$ cat config.mk
export PLATFORM = sky130hd
export DESIGN_NAME = posit_encode_sum_es3
export DESIGN_NICKNAME = d
export VERILOG_FILES = /design/src/rtl/posit_encode_sum_es3.sv
export SDC_FILE = /design/constraint.sdc
export NUM_CORES = 1
export LEC_CHECK = 0
export BUFFER_PORTS_ARGS = -buffer_cell sky130_fd_sc_hd__buf_2
export CORE_UTILIZATION = 50
export DETAILED_ROUTE_END_ITERATION = 7
export HOLD_SLACK_MARGIN = 0.1
export PLACE_DENSITY = 0.71
export SYNTH_ARGS = -nofsm -noshare
export SYNTH_HDL_FRONTEND = slang
export SYNTH_SLANG_ARGS = --single-unit
$ cat constraint.sdc
create_clock -name clk -period 2.8 [get_ports clk]
set_input_delay 0.56 -clock clk [delete_from_list [all_inputs] [get_ports clk]]
set_output_delay 0.56 -clock clk [all_outputs]
set_load 0.02 [all_outputs]
$ cat src/rtl/posit_encode_sum_es3.sv
// Encodes a raw ES3 sum (sign, scale, fraction, inf, zero) into a 32-bit es=3 posit
// over a 3-stage pipeline. Define POSIT_ENCODE_RNE_EN for round-to-nearest-even, else truncation.
module posit_encode_sum_es3 #(
    parameter int NBITS    = 32,
    parameter int ES       = 3,
    parameter int FBITS_IN = 29,
    parameter int LATENCY  = 3
) (
    input  logic                  clk,
    input  logic                  reset,
    input  logic                  start,
    input  logic [FBITS_IN+11:0]  in,
    input  logic                  truncated,
    output logic [NBITS-1:0]      result,
    output logic                  done,
    output logic                  inexact
);

    localparam int MAG_W   = NBITS - 1;
    localparam int SCALE_W = 9;
    localparam int PAD_W   = 30;
    localparam int VEC_W   = 2 + ES + FBITS_IN + PAD_W;
    localparam logic [4:0] MAX_SH = 5'd30;
    localparam logic [MAG_W-1:0] MAXPOS_MAG = {MAG_W{1'b1}};
    localparam logic [MAG_W-1:0] MINPOS_MAG = {{(MAG_W-1){1'b0}}, 1'b1};

`ifdef POSIT_ENCODE_RNE_EN
    localparam logic RNE_EN = 1'b1;
`else
    localparam logic RNE_EN = 1'b0;
`endif

    // Rounds a packed magnitude; never returns zero nor carries into the sign bit.
    function automatic logic [MAG_W-1:0] round_mag(
        input logic [MAG_W-1:0] mag,
        input logic             g,
        input logic             st,
        input logic             rne
    );
        logic             inc;
        logic [MAG_W:0]   sum;
        inc = rne & g & (st | mag[0]);
        sum = {1'b0, mag} + {{MAG_W{1'b0}}, inc};
        if (sum[MAG_W]) begin
            return MAXPOS_MAG;
        end else if (sum[MAG_W-1:0] == {MAG_W{1'b0}}) begin
            return MINPOS_MAG;
        end else begin
            return sum[MAG_W-1:0];
        end
    endfunction

    logic [LATENCY-1:0]        valid_sr_r;

    logic signed [SCALE_W-1:0] scale_s;
    logic signed [SCALE_W-1:0] k_s;
    logic signed [SCALE_W-1:0] sh_raw_s;
    logic [4:0]                sh_s;
    logic                      sat_hi_s;
    logic                      sat_lo_s;

    logic                      s1_sgn_r;
    logic                      s1_inf_r;
    logic                      s1_zero_r;
    logic                      s1_sat_hi_r;
    logic                      s1_sat_lo_r;
    logic                      s1_kneg_r;
    logic [4:0]                s1_sh_r;
    logic [ES-1:0]             s1_e_r;
    logic [FBITS_IN-1:0]       s1_frac_r;
    logic                      s1_trunc_r;

    logic [VEC_W-1:0]          vec_s;
    logic [VEC_W-1:0]          shifted_s;
    logic [MAG_W-1:0]          mag_s;
    logic                      g_s;
    logic                      st_s;
    logic                      sat_s;

    logic                      s2_sgn_r;
    logic                      s2_inf_r;
    logic                      s2_zero_r;
    logic                      s2_sat_r;
    logic [MAG_W-1:0]          s2_mag_r;
    logic                      s2_g_r;
    logic                      s2_st_r;

    logic [MAG_W-1:0]          mag_f_s;
    logic [NBITS-1:0]          res_s;
    logic                      inx_s;

    // Valid shift register; an X on start never launches an item.
    always_ff @(posedge clk) begin
        if (reset) begin
            valid_sr_r <= {LATENCY{1'b0}};
        end else begin
            valid_sr_r <= {valid_sr_r[LATENCY-2:0], (start === 1'b1)};
        end
    end

    assign done = valid_sr_r[LATENCY-1];

    // Decode: regime index, exponent, shift amount and saturation range.
    always_comb begin
        scale_s  = $signed(in[FBITS_IN+10:FBITS_IN+2]);
        k_s      = scale_s >>> 3;
        sat_hi_s = (scale_s > 9'sd239);
        sat_lo_s = (scale_s < -9'sd240);
        // ~k equals -k-1: the run of zeros minus the one already in the prefix
        if (k_s >= 9'sd0) begin
            sh_raw_s = k_s;
        end else begin
            sh_raw_s = ~k_s;
        end
        if (sh_raw_s > 9'sd30) begin
            sh_s = MAX_SH;
        end else begin
            sh_s = sh_raw_s[4:0];
        end
    end

    // Stage 1 data capture.
    always_ff @(posedge clk) begin
        if (start === 1'b1) begin
            s1_sgn_r    <= in[FBITS_IN+11];
            s1_inf_r    <= in[1];
            s1_zero_r   <= in[0];
            s1_sat_hi_r <= sat_hi_s;
            s1_sat_lo_r <= sat_lo_s;
            s1_kneg_r   <= k_s[SCALE_W-1];
            s1_sh_r     <= sh_s;
            s1_e_r      <= scale_s[ES-1:0];
            s1_frac_r   <= in[FBITS_IN+1:2];
            s1_trunc_r  <= truncated;
        end
    end

    // Pack: prefix 10/01 is arithmetic-shifted so its top bit fills the regime run.
    always_comb begin
        vec_s     = {~s1_kneg_r, s1_kneg_r, s1_e_r, s1_frac_r, {PAD_W{1'b0}}};
        shifted_s = $unsigned($signed(vec_s) >>> s1_sh_r);
        if (s1_sat_hi_r) begin
            mag_s = MAXPOS_MAG;
            g_s   = 1'b0;
            st_s  = 1'b0;
            sat_s = 1'b1;
        end else if (s1_sat_lo_r) begin
            mag_s = MINPOS_MAG;
            g_s   = 1'b0;
            st_s  = 1'b0;
            sat_s = 1'b1;
        end else begin
            mag_s = shifted_s[VEC_W-1 -: MAG_W];
            g_s   = shifted_s[VEC_W-1-MAG_W];
            st_s  = (|shifted_s[VEC_W-2-MAG_W:0]) | s1_trunc_r;
            sat_s = 1'b0;
        end
    end

    // Stage 2 data capture.
    always_ff @(posedge clk) begin
        if (valid_sr_r[0]) begin
            s2_sgn_r  <= s1_sgn_r;
            s2_inf_r  <= s1_inf_r;
            s2_zero_r <= s1_zero_r;
            s2_sat_r  <= sat_s;
            s2_mag_r  <= mag_s;
            s2_g_r    <= g_s;
            s2_st_r   <= st_s;
        end
    end

    // Round, apply sign, and resolve specials (inf wins over zero).
    always_comb begin
        mag_f_s = s2_mag_r;
        res_s   = {NBITS{1'b0}};
        inx_s   = 1'b0;
        if (s2_inf_r) begin
            res_s = {1'b1, {(NBITS-1){1'b0}}};
            inx_s = 1'b0;
        end else if (s2_zero_r) begin
            res_s = {NBITS{1'b0}};
            inx_s = 1'b0;
        end else begin
            if (s2_sat_r) begin
                mag_f_s = s2_mag_r;
            end else begin
                mag_f_s = round_mag(s2_mag_r, s2_g_r, s2_st_r, RNE_EN);
            end
            if (s2_sgn_r) begin
                res_s = ~{1'b0, mag_f_s} + {{(NBITS-1){1'b0}}, 1'b1};
            end else begin
                res_s = {1'b0, mag_f_s};
            end
            inx_s = s2_g_r | s2_st_r | s2_sat_r;
        end
    end

    // Output registers hold their last value between results.
    always_ff @(posedge clk) begin
        if (reset) begin
            result  <= {NBITS{1'b0}};
            inexact <= 1'b0;
        end else if (valid_sr_r[1]) begin
            result  <= res_s;
            inexact <= inx_s;
        end
    end

endmodule

==> impl_metrics.json, run 1 <==
{
  "outcome": "complete, no violations",
  "setup_slack_ps": 47.3,
  "power.leakage_uw": 0.00329,
  "final_layout_size_suffix_gt1_share_pct": 32.9,
  "pin_count": 79,
  "synth_area_per_cell_um2": 11.0,
  "powerDensity_mw_per_mm2": 620,
  "core_mm2": 0.0132,
  "pre_cts_ws_ps": 42.4,
  "skew_ps": 13.3,
  "synth-adder-area-share_pct": 0.918,
  "io_buffers": 78,
  "holdBufCountCts": 0,
  "finalCriticalPeriod_ps": 2750,
  "hold_class": "input pin to flip-flop",
  "whs_endpoint": "s1_trunc_r$_DFFE_PP_",
  "worstSetupPathType": "flip-flop to flip-flop",
  "hp-start": "truncated",
  "antenna_found_initial": 0,
  "synth_edf_count": 81,
  "ys_types": 63,
  "drv_slew": 0,
  "wire_per_inst_um": 17.0,
  "areaGrowthSynthToFinish_pct": 22.4,
  "worst_ep_required_time_ps": 2960,
  "die_w_um": 119,
  "ys_seq_area_share_pct": 46.3,
  "arrival_ps": 2920,
  "ir_worst_vdd_mv": 0.434,
  "timing.rr.end": "s2_st_r$_SDFFCE_PP0P_",
  "grt_usage_pct": 23.3,
  "synth-xor-area-share_pct": 3.47,
  "yosysWarnings": 0,
  "clock_latency_ps": 420,
  "clkSlewWorstSetupHoldPaths_ps": 60,
  "synth-seq-cells": 117,
  "hpwl_um": 11600,
  "fp.dieH_um": 119,
  "synth_fp_nets": 667,
  "drc_errors": 0,
  "synth_compound_area_share_pct": 13.6,
  "vias": 5248,
  "cts_tree": "done",
  "worst_setup_path_start_kind": "flip-flop",
  "synth_area_mm2": 0.00681,
  "yosys.area.top_type_share_pct": 35.7,
  "final_nets": 778,
  "grt_overflow": 0,
  "synth_mux_area_share_pct": 18.4,
  "ys_async_sr_fraction_pct": 0,
  "vias_per_cell": 5.72,
  "post-synth-top-area-cell": "edfxtp_1",
  "min_period_over_period_pct": 98.3,
  "path_max_fanout": 12,
  "syn_inst": 617,
  "max_freq_mhz": 363,
  "total_power_uw": 5170,
  "reg2regPathDepth": 8,
  "num_rows": 42,
  "setup_viol": 0,
  "cts_buffers": 17,
  "endpoint_kind": "flip-flop",
  "synth_simple_gate_area_share_pct": 13.7,
  "rr_startpoint": "s1_sh_r[1]$_SDFFCE_PN1P_",
  "gp_congestion": 0.962,
  "cts-root-buf": "clkbuf_16",
  "routed_wl_um": 15600,
  "synth_top_family_by_area": "multiplexers",
  "h-tree-depth": 4,
  "initial_core_util_pct": 51.4,
  "grt_max_degree": 46,
  "dieArea_mm2": 0.0141,
  "grt_pass1_wl_um": 25400,
  "cts_buffer_depth": 2,
  "min_path_cells": 1,
  "hold_viol_final": 0,
  "slew_headroom_pct": 38.6,
  "dr.pass1.iters": 4,
  "antenna_cells": 0,
  "r2r_setup_slack_ps": 50,
  "first_iter_violations": 227,
  "antenna_left": 0,
  "grt_pass1_vias": 5078,
  "cap_violations": 0,
  "cts.sinks": 117,
  "synth_top_flop_cell": "edfxtp_1",
  "worstMarginPinSlew_ps": 920,
  "synthTopCellsByArea": "edfxtp_1 (36%), dfxtp_1 (11%), mux4_2 (9.3%)"
}
==> cell type report <==
class	count	area (um^2)
fill	1085	4900
multi-input combinational	440	3490
sequential	117	3150
timing repair buffer	138	900
clock buffer	23	478
tap	176	220
inverter	14	52.6
clock inverter	9	51.3
==> synthesized netlist by cell type, drive strengths merged (4+ instances only) <==
| library cell | count |
|---|---|
| edfxtp | 81 |
| nand2 | 49 |
| o21ai | 45 |
| dfxtp | 36 |
| clkbuf | 35 |
| nor2 | 34 |
| mux2i | 33 |
| a21oi | 29 |
| mux4 | 28 |
| mux2 | 26 |
| nand2b | 19 |
| o21bai | 19 |
| xor2 | 16 |
| buf | 11 |
| inv | 11 |
| nand3 | 11 |
| nand4 | 11 |
| xnor2 | 11 |
| nor3 | 8 |
| or3 | 8 |
| nor4 | 7 |
| o21a | 7 |
| o31ai | 6 |
| a211oi | 5 |
| ha | 5 |
| nand3b | 5 |
| nor2b | 5 |
| o41ai | 5 |
| a21o | 4 |
| a31oi | 4 |
| and2 | 4 |
| or4 | 4 |
==> placed cells by master, fill, tap and decap left out, types with 4 or more instances in the layout <==
cell type	netlist	layout
a21o_1	4	4
a21oi_1	28	27
a31oi_1	4	4
and2_1	4	4
buf_2	4	78
buf_4	2	55
clkbuf_16	0	18
clkinv_2	0	5
dfxtp_1	36	36
edfxtp_1	81	81
ha_1	5	4
inv_1	11	11
mux2_2	26	26
mux2i_1	33	29
mux2i_2	0	4
mux4_2	28	28
nand2_1	49	49
nand2b_1	19	19
nand3_1	11	11
nand3b_1	5	5
nand4_1	10	10
nor2_1	34	34
nor2b_1	5	5
nor3_1	8	7
nor4_1	6	6
o21a_1	7	7
o21ai_0	39	37
o21ai_1	6	8
o21bai_1	19	19
o31ai_1	6	6
or3_1	8	8
xnor2_1	11	11
xor2_1	16	16
==> state kept, by name (all words and copies together), names as in the netlist <==
signal	flops
s2_g_r	1
s1_sat_hi_r	1
s1_inf_r	1
s1_trunc_r	1
s2_zero_r	1
s2_st_r	1
s1_e_r	3
s2_mag_r	31
s1_zero_r	1
s2_sat_r	1
s2_inf_r	1
s1_frac_r	29
inexact	1
s2_sgn_r	1
s1_sgn_r	1
s1_sh_r	5
s1_kneg_r	1
s1_sat_lo_r	1
valid_sr_r	3
result	32
==> through the flow <==
stage	util [%]	cell area [um^2]	hold slack, ps	setup TNS, ps	instances
after floorplan	-	6850	400	-132	617
after global placement	58.1	7700	405	0	878
after detailed placement	58.1	7700	408	0	878
after CTS	62.1	8230	292	0	910
after global routing	63.0	8340	290	-45.5	917
final	63.0	8340	313	0	917
==> where the power goes <==
part / internal [uW] / switching, uW / leakage (uW)
combinational: 552 / 589 / 0.00194
sequential: 1990 / 110 / 0.00108
clock: 1190 / 739 / 0.000268
==> per-layer routing <==
layer,wire (um),track usage [%]
met1,6600,28.3
met4,491,12.3
met2,7780,38.8
met3,695,5.26
met5,0,0
==> worst max path at each step <==
| stage | start | end | slack [ps] | cells after the start |
|---|---|---|---|---|
| 2_1_floorplan | s2_mag_r[5]$_SDFFCE_PP1P_ | result[22]$_SDFFE_PP0P_ | -60 | 12 |
| 3_3_place_gp | s1_sh_r[1]$_SDFFCE_PN1P_ | s2_st_r$_SDFFCE_PP0P_ | 20 | 7 |
| 3_5_place_dp | s2_mag_r[7]$_SDFFCE_PP1P_ | result[22]$_SDFFE_PP0P_ | 40 | 11 |
| 4_1_cts | s1_sh_r[1]$_SDFFCE_PN1P_ | s2_st_r$_SDFFCE_PP0P_ | 9 | 7 |
| 5_1_grt | s1_sh_r[1]$_SDFFCE_PN1P_ | s2_st_r$_SDFFCE_PP0P_ | -50 | 8 |
| 6_report | s1_sh_r[1]$_SDFFCE_PN1P_ | s2_st_r$_SDFFCE_PP0P_ | 50 | 8 |
==> repair_timing <==
action / 4_1_cts / 5_1_grt
buffers inserted: 0 / 6
setup endpoints to repair: 0 / 11
gates resized for setup: 0 / 9
==> worst max-delay path, cell delays in order (launching register included) <==
cell and delay [ps]:
edfxtp_1 480, buf_4 180, buf_12 150, mux4_2 540, mux2_2 310, nor4b_2 280
a41oi_1 200, a211oi_2 270, a21oi_1 90
==> kinds of logic (layout without fill, tap and decap cells) <==
group,count (synthesis),count (layout)
AOI/OAI and AO/OA,144,144
DFF,117,117
adders and majority gates,5,5
and+or+nand+nor,177,177
xor gates and xnor gates,27,27
muxes,87,87
buffers and inverters,60,184
No activity file was read; power rests on OpenSTA's default activity.
==> run 2, diff against run 1 <==
CTS_CLUSTER_SIZE = 24   (was default)
PLACE_DENSITY = 0.76   (was 0.71)
clock period = 2.89 ns   (was 2.8 ns; I/O delays follow)
==> run 2 against run 1 <==
Compared with the run above: worst hold slack improved by 19 ps; die area unchanged; combinational power shrank 4%; wire length up 0.29%; via count fell by 0.32%; core utilization is 0.31 points lower; clock power hardly changed; largest cell class unchanged; largest power group unchanged.
==> impl_metrics.json, run 2 (synthesized netlist as in run 1, its figures left out) <==
{
  "first_iter_violations": 280,
  "path_max_fanout": 4,
  "worst_ep_required_time_ps": 3200,
  "final_nets": 777,
  "vias_per_cell": 5.71,
  "vias": 5231,
  "final_common_cell": "edfxtp_1",
  "antenna_left": 0,
  "max_freq_mhz": 358,
  "regArea_mm2": 0.00315,
  "dieArea_mm2": 0.0141,
  "cts.sinks": 117,
  "holdWs_ps": 332,
  "grt_max_degree": 46,
  "cts-root-buf": "clkbuf_16",
  "cts_buffers": 17,
  "largest_reg_flops": 32,
  "fp.dieH_um": 119,
  "cts_tree": "done",
  "finalCriticalPeriod_ps": 2790,
  "ir_worst_vdd_mv": 0.567,
  "antenna_found_initial": 0,
  "grt_usage_pct": 23.1,
  "outcome": "complete, no violations",
  "powerDensity_mw_per_mm2": 610,
  "io_buffers": 78,
  "areaGrowthSynthToFinish_pct": 21.8,
  "antenna_cells": 0,
  "cts_buffer_depth": 2,
  "num_rows": 42,
  "regMostFlops": "result",
  "reg_top3": "result (32), s2_mag_r (31), s1_frac_r (29)",
  "skew_ps": 6.19,
  "pre_cts_ws_ps": -75.9,
  "grt_overflow": 0,
  "hpwl_um": 11700,
  "worstMarginPinSlew_ps": 962,
  "drc_errors": 0,
  "pin_count": 79,
  "post-route-util_pct": 62.7,
  "final_layout_size_suffix_gt1_share_pct": 31.6,
  "routed_wl_um": 15600,
  "min_period_over_period_pct": 96.6,
  "power.leakage_uw": 0.00328,
  "core_mm2": 0.0132,
  "grt_pass1_vias": 5056,
  "dr.pass1.iters": 4,
  "hold_viol_final": 0,
  "gp_congestion": 0.943,
  "wire_per_inst_um": 17.0,
  "dpl_cell_area_mm2": 0.00768,
  "clock_latency_ps": 420,
  "grt_pass1_wl_um": 25400,
  "initial_core_util_pct": 51.4,
  "h-tree-depth": 4,
  "final_cell_mix": "edfxtp_1 (81), buf_2 (78), buf_4 (56)",
  "multi_input_area_mm2": 0.00345,
  "endpoint_kind": "flip-flop",
  "rsz0062_at_grt": "true",
  "postLayoutCellArea_mm2": 0.00830,
  "cap_violations": 0,
  "clkSlewWorstSetupHoldPaths_ps": 50,
  "slew_headroom_pct": 35.9,
  "nFillCells": 1083,
  "worst_setup_path_start_kind": "flip-flop",
  "die_w_um": 119,
  "setup_viol": 0,
  "setup_slack_ps": 98.5,
  "hold_class": "input pin to flip-flop",
  "drv_slew": 0,
  "arrival_ps": 3100,
  "worstSetupPathType": "flip-flop to flip-flop"
}
==> run 2: power breakdown <==
part / internal, uW / total, uW / switching [uW]
logic: 526 / 1100 / 578
clock network: 1240 / 1940 / 699
registers: 1930 / 2020 / 94.7
==> run 2: what timing repair did <==
item / 4_1_cts / 5_1_grt
setup endpoints to repair: 2 / 10
cloned: 0 / 1
hold buffers: 0 / 0
gates resized for setup: 3 / 6
pin swaps: 0 / 3
setup buffers: 0 / 1
==> run 2: worst paths after layout <==
| check | startpoint | end | slack, ps | cells after the start |
|---|---|---|---|---|
| setup reg to reg | s2_mag_r[12]$_SDFFCE_PP1P_ | result[30]$_SDFFE_PP0P_ | 100 | 11 |
| hold / removal | in[4] | s1_frac_r[2]$_DFFE_PP_ | 330 | 1 |
| setup / recovery | s2_mag_r[12]$_SDFFCE_PP1P_ | result[30]$_SDFFE_PP0P_ | 100 | 11 |
| hold reg to reg | s1_sgn_r$_DFFE_PP_ | s2_sgn_r$_DFFE_PP_ | 420 | 0 |
==> run 2: layout make-up <==
class                           count  area share, %
Clock buffer                       18           5.17
Timing Repair Buffer              137           10.6
Tap cell                          176           2.65
Clock inverter                     14           1.42
Inverter                           14          0.633
Sequential cell                   117           38.0
Multi-Input combinational cell    440           41.6
==> run 2: through the flow <==
step / power, uW / setup TNS (ps) / cells
4_1_cts: 5070 / 0 / 914
3_3_place_gp: 3090 / 0 / 882
2_1_floorplan: 2740 / 0 / 617
3_5_place_dp: 3120 / -79.8 / 882
5_1_grt: 5270 / -33.6 / 916
6_report: 5060 / 0 / 916
==> run 2: critical path, stage by stage (launching register included) <==
cell	delay [ps]
edfxtp_1	370
or4_1	150
nor2_1	50
and4b_1	210
a21oi_2	170
ha_2	210
or3b_4	400
a211oi_2	240
nand4_1	230
o41ai_2	400
xor2_1	180
o21ai_1	70
==> run 2: metal layers <==
| layer | global-route usage, % | vias up | wire length (um) |
|---|---|---|---|
| li1 | - | 2552 | - |
| met2 | 40.6 | 165 | 8080 |
| met4 | 9.73 | 0 | 426 |
| met5 | 0 | - | 0 |
| met3 | 5.02 | 31 | 660 |
| met1 | 27.1 | 2483 | 6450 |
==> run 3, diff against run 2 <==
BUFFER_PORTS_ARGS = -buffer_cell sky130_fd_sc_hd__buf_4   (was -buffer_cell sky130_fd_sc_hd__buf_2)
CORE_ASPECT_RATIO = 1.2   (was default)
clock period = 2.6 ns   (was 2.89 ns; I/O delays follow)
==> run 3 against run 2 <==
Compared with the run above: largest power group is now clock; clock-buffer cell count decreased by 1; cell count up 4.0%; the flow now finishes with violations (setup timing); flip-flop and latch count unchanged; largest cell class unchanged; core utilization rose by 5.6 points; design area increased by 8.9%; maximum frequency rose by 4.1%; non-clock buffer count grew 45; sequential power is 11% higher.
==> impl_metrics.json, run 3 (synthesized netlist as in run 1, its figures left out) <==
{
  "cts-root-buf": "clkbuf_16",
  "clock_latency_ps": 420,
  "r2r_setup_slack_ps": -80,
  "final_cell_mix": "buf_4 (176), edfxtp_1 (81), nand2_1 (49)",
  "outcome": "finished with violations",
  "grt_overflow": 0,
  "routed_wl_um": 16700,
  "fp.dieH_um": 130,
  "setup_viol": 7,
  "worstMarginPinSlew_ps": 756,
  "areaGrowthSynthToFinish_pct": 32.7,
  "hold_class": "input pin to flip-flop",
  "slew_headroom_pct": 49.6,
  "powerDensity_mw_per_mm2": 683,
  "antenna_cells": 0,
  "reg_top3": "result (32), s2_mag_r (31), s1_frac_r (29)",
  "initial_core_util_pct": 51.5,
  "clkSlewWorstSetupHoldPaths_ps": 60,
  "vias": 5483,
  "pin_count": 79,
  "antenna_found_initial": 0,
  "io_buffers": 78,
  "skew_ps": 5.77,
  "violations": "setup timing",
  "core_mm2": 0.0132,
  "grt_usage_pct": 25.0,
  "ir_worst_vdd_mv": 0.677,
  "rsz0062_at_grt": "true",
  "cts_buffer_depth": 2,
  "holdWs_ps": 271,
  "finalCriticalPeriod_ps": 2680,
  "endpoint_kind": "flip-flop",
  "largest_reg_flops": 32,
  "drc_errors": 0,
  "regMostFlops": "result",
  "nFillCells": 953,
  "cap_violations": 0,
  "worst_ep_required_time_ps": 2910,
  "final_nets": 822,
  "tns_ps": -289,
  "die_w_um": 109,
  "hpwl_um": 12200,
  "final_layout_size_suffix_gt1_share_pct": 38.6,
  "dieArea_mm2": 0.0141,
  "arrival_ps": 2990,
  "cts.sinks": 117,
  "drv_slew": 0,
  "cts_tree": "done",
  "total_power_uw": 6180,
  "final_common_cell": "buf_4",
  "antenna_left": 0,
  "h-tree-depth": 4,
  "wire_per_inst_um": 17.6,
  "min_period_over_period_pct": 103,
  "power.leakage_uw": 0.00358,
  "worstSetupPathType": "flip-flop to flip-flop",
  "hold_viol_final": 0,
  "first_iter_violations": 254,
  "gp_congestion": 0.906,
  "num_rows": 46,
  "dr.pass1.iters": 4,
  "grt_pass1_wl_um": 26400,
  "grt_pass1_vias": 5439,
  "max_freq_mhz": 373,
  "path_max_fanout": 4,
  "grt_max_degree": 46,
  "vias_per_cell": 5.75,
  "holdBufCountCts": 0,
  "setup_slack_ps": -81.5,
  "cts_buffers": 17,
  "worst_setup_path_start_kind": "flip-flop"
}
## run 3: cell types whose count changed in the layout (fill, tap and decap cells not counted), sizes merged
cell and change:
inv +5, clkbuf -1, clkinv -8, bufbuf +1, clkinvlp +2, buf +44, bufinv +2
## run 3: power breakdown
group	leakage (uW)	internal (uW)	switching, uW	total (uW)
combinational	0.00220	744	709	1450
clock	0.000302	1610	880	2490
sequential	0.00108	2140	95.4	2240
total	0.00358	4490	1680	6180
## run 3: metrics by stage
| step | worst slack (ps) | std cells | util, % | cell area [um^2] |
|---|---|---|---|---|
| final | -81.5 | 953 | 68.3 | 9040 |
| after global routing | -202 | 953 | 68.3 | 9040 |
| after CTS | -102 | 950 | 67.6 | 8950 |
| after detailed placement | -176 | 909 | 61.7 | 8160 |
| after global placement | -79.4 | 909 | 61.7 | 8160 |
| after floorplan | -258 | 617 | - | 6850 |
## run 3: cell type report
type                            instances  area [um^2]  area share [%]
Timing Repair Buffer                  182         1440            15.9
Tap cell                              168          210            2.32
Clock inverter                         15          201            2.23
Clock buffer                           17          425            4.71
Sequential cell                       117         3150            34.9
Multi-Input combinational cell        440         3560            39.3
Inverter                               14         52.6           0.581
## run 3: what timing repair did
action | in CTS | in global routing
pin swaps | 10 | 3
gates resized for setup | 19 | 13
setup endpoints to repair | 11 | 18
setup buffers | 9 | 3
gates cloned | 1 | 1
## run 3: layer usage
layer  track usage, %  wire, um  share of wire (%)
met1             25.5      6340                 38
met4             18.0       907                5.4
met2             45.0      8960                 54
met3             5.24       528                3.2
met5                0         0                  0
## run 3: critical path, cell delays in order (launching register included)
cell and delay, ps:
edfxtp_1 360, or4_4 150, nor4_4 40, and4b_2 270, a21oi_4 140, ha_2 190
or3b_4 400, a211oi_4 230, nand4_1 230, o41ai_2 310, xor2_1 180, o21ai_1 70
## run 3: path summary, 6_finish.rpt
kind	from	endpoint	cells past startpoint
max	s2_mag_r[6]$_SDFFCE_PP1P_	result[30]$_SDFFE_PP0P_	11
min	in[12]	s1_frac_r[10]$_DFFE_PP_	1
max reg2reg	s2_mag_r[6]$_SDFFCE_PP1P_	result[30]$_SDFFE_PP0P_	11
min reg2reg	s1_sgn_r$_DFFE_PP_	s2_sgn_r$_DFFE_PP_	0
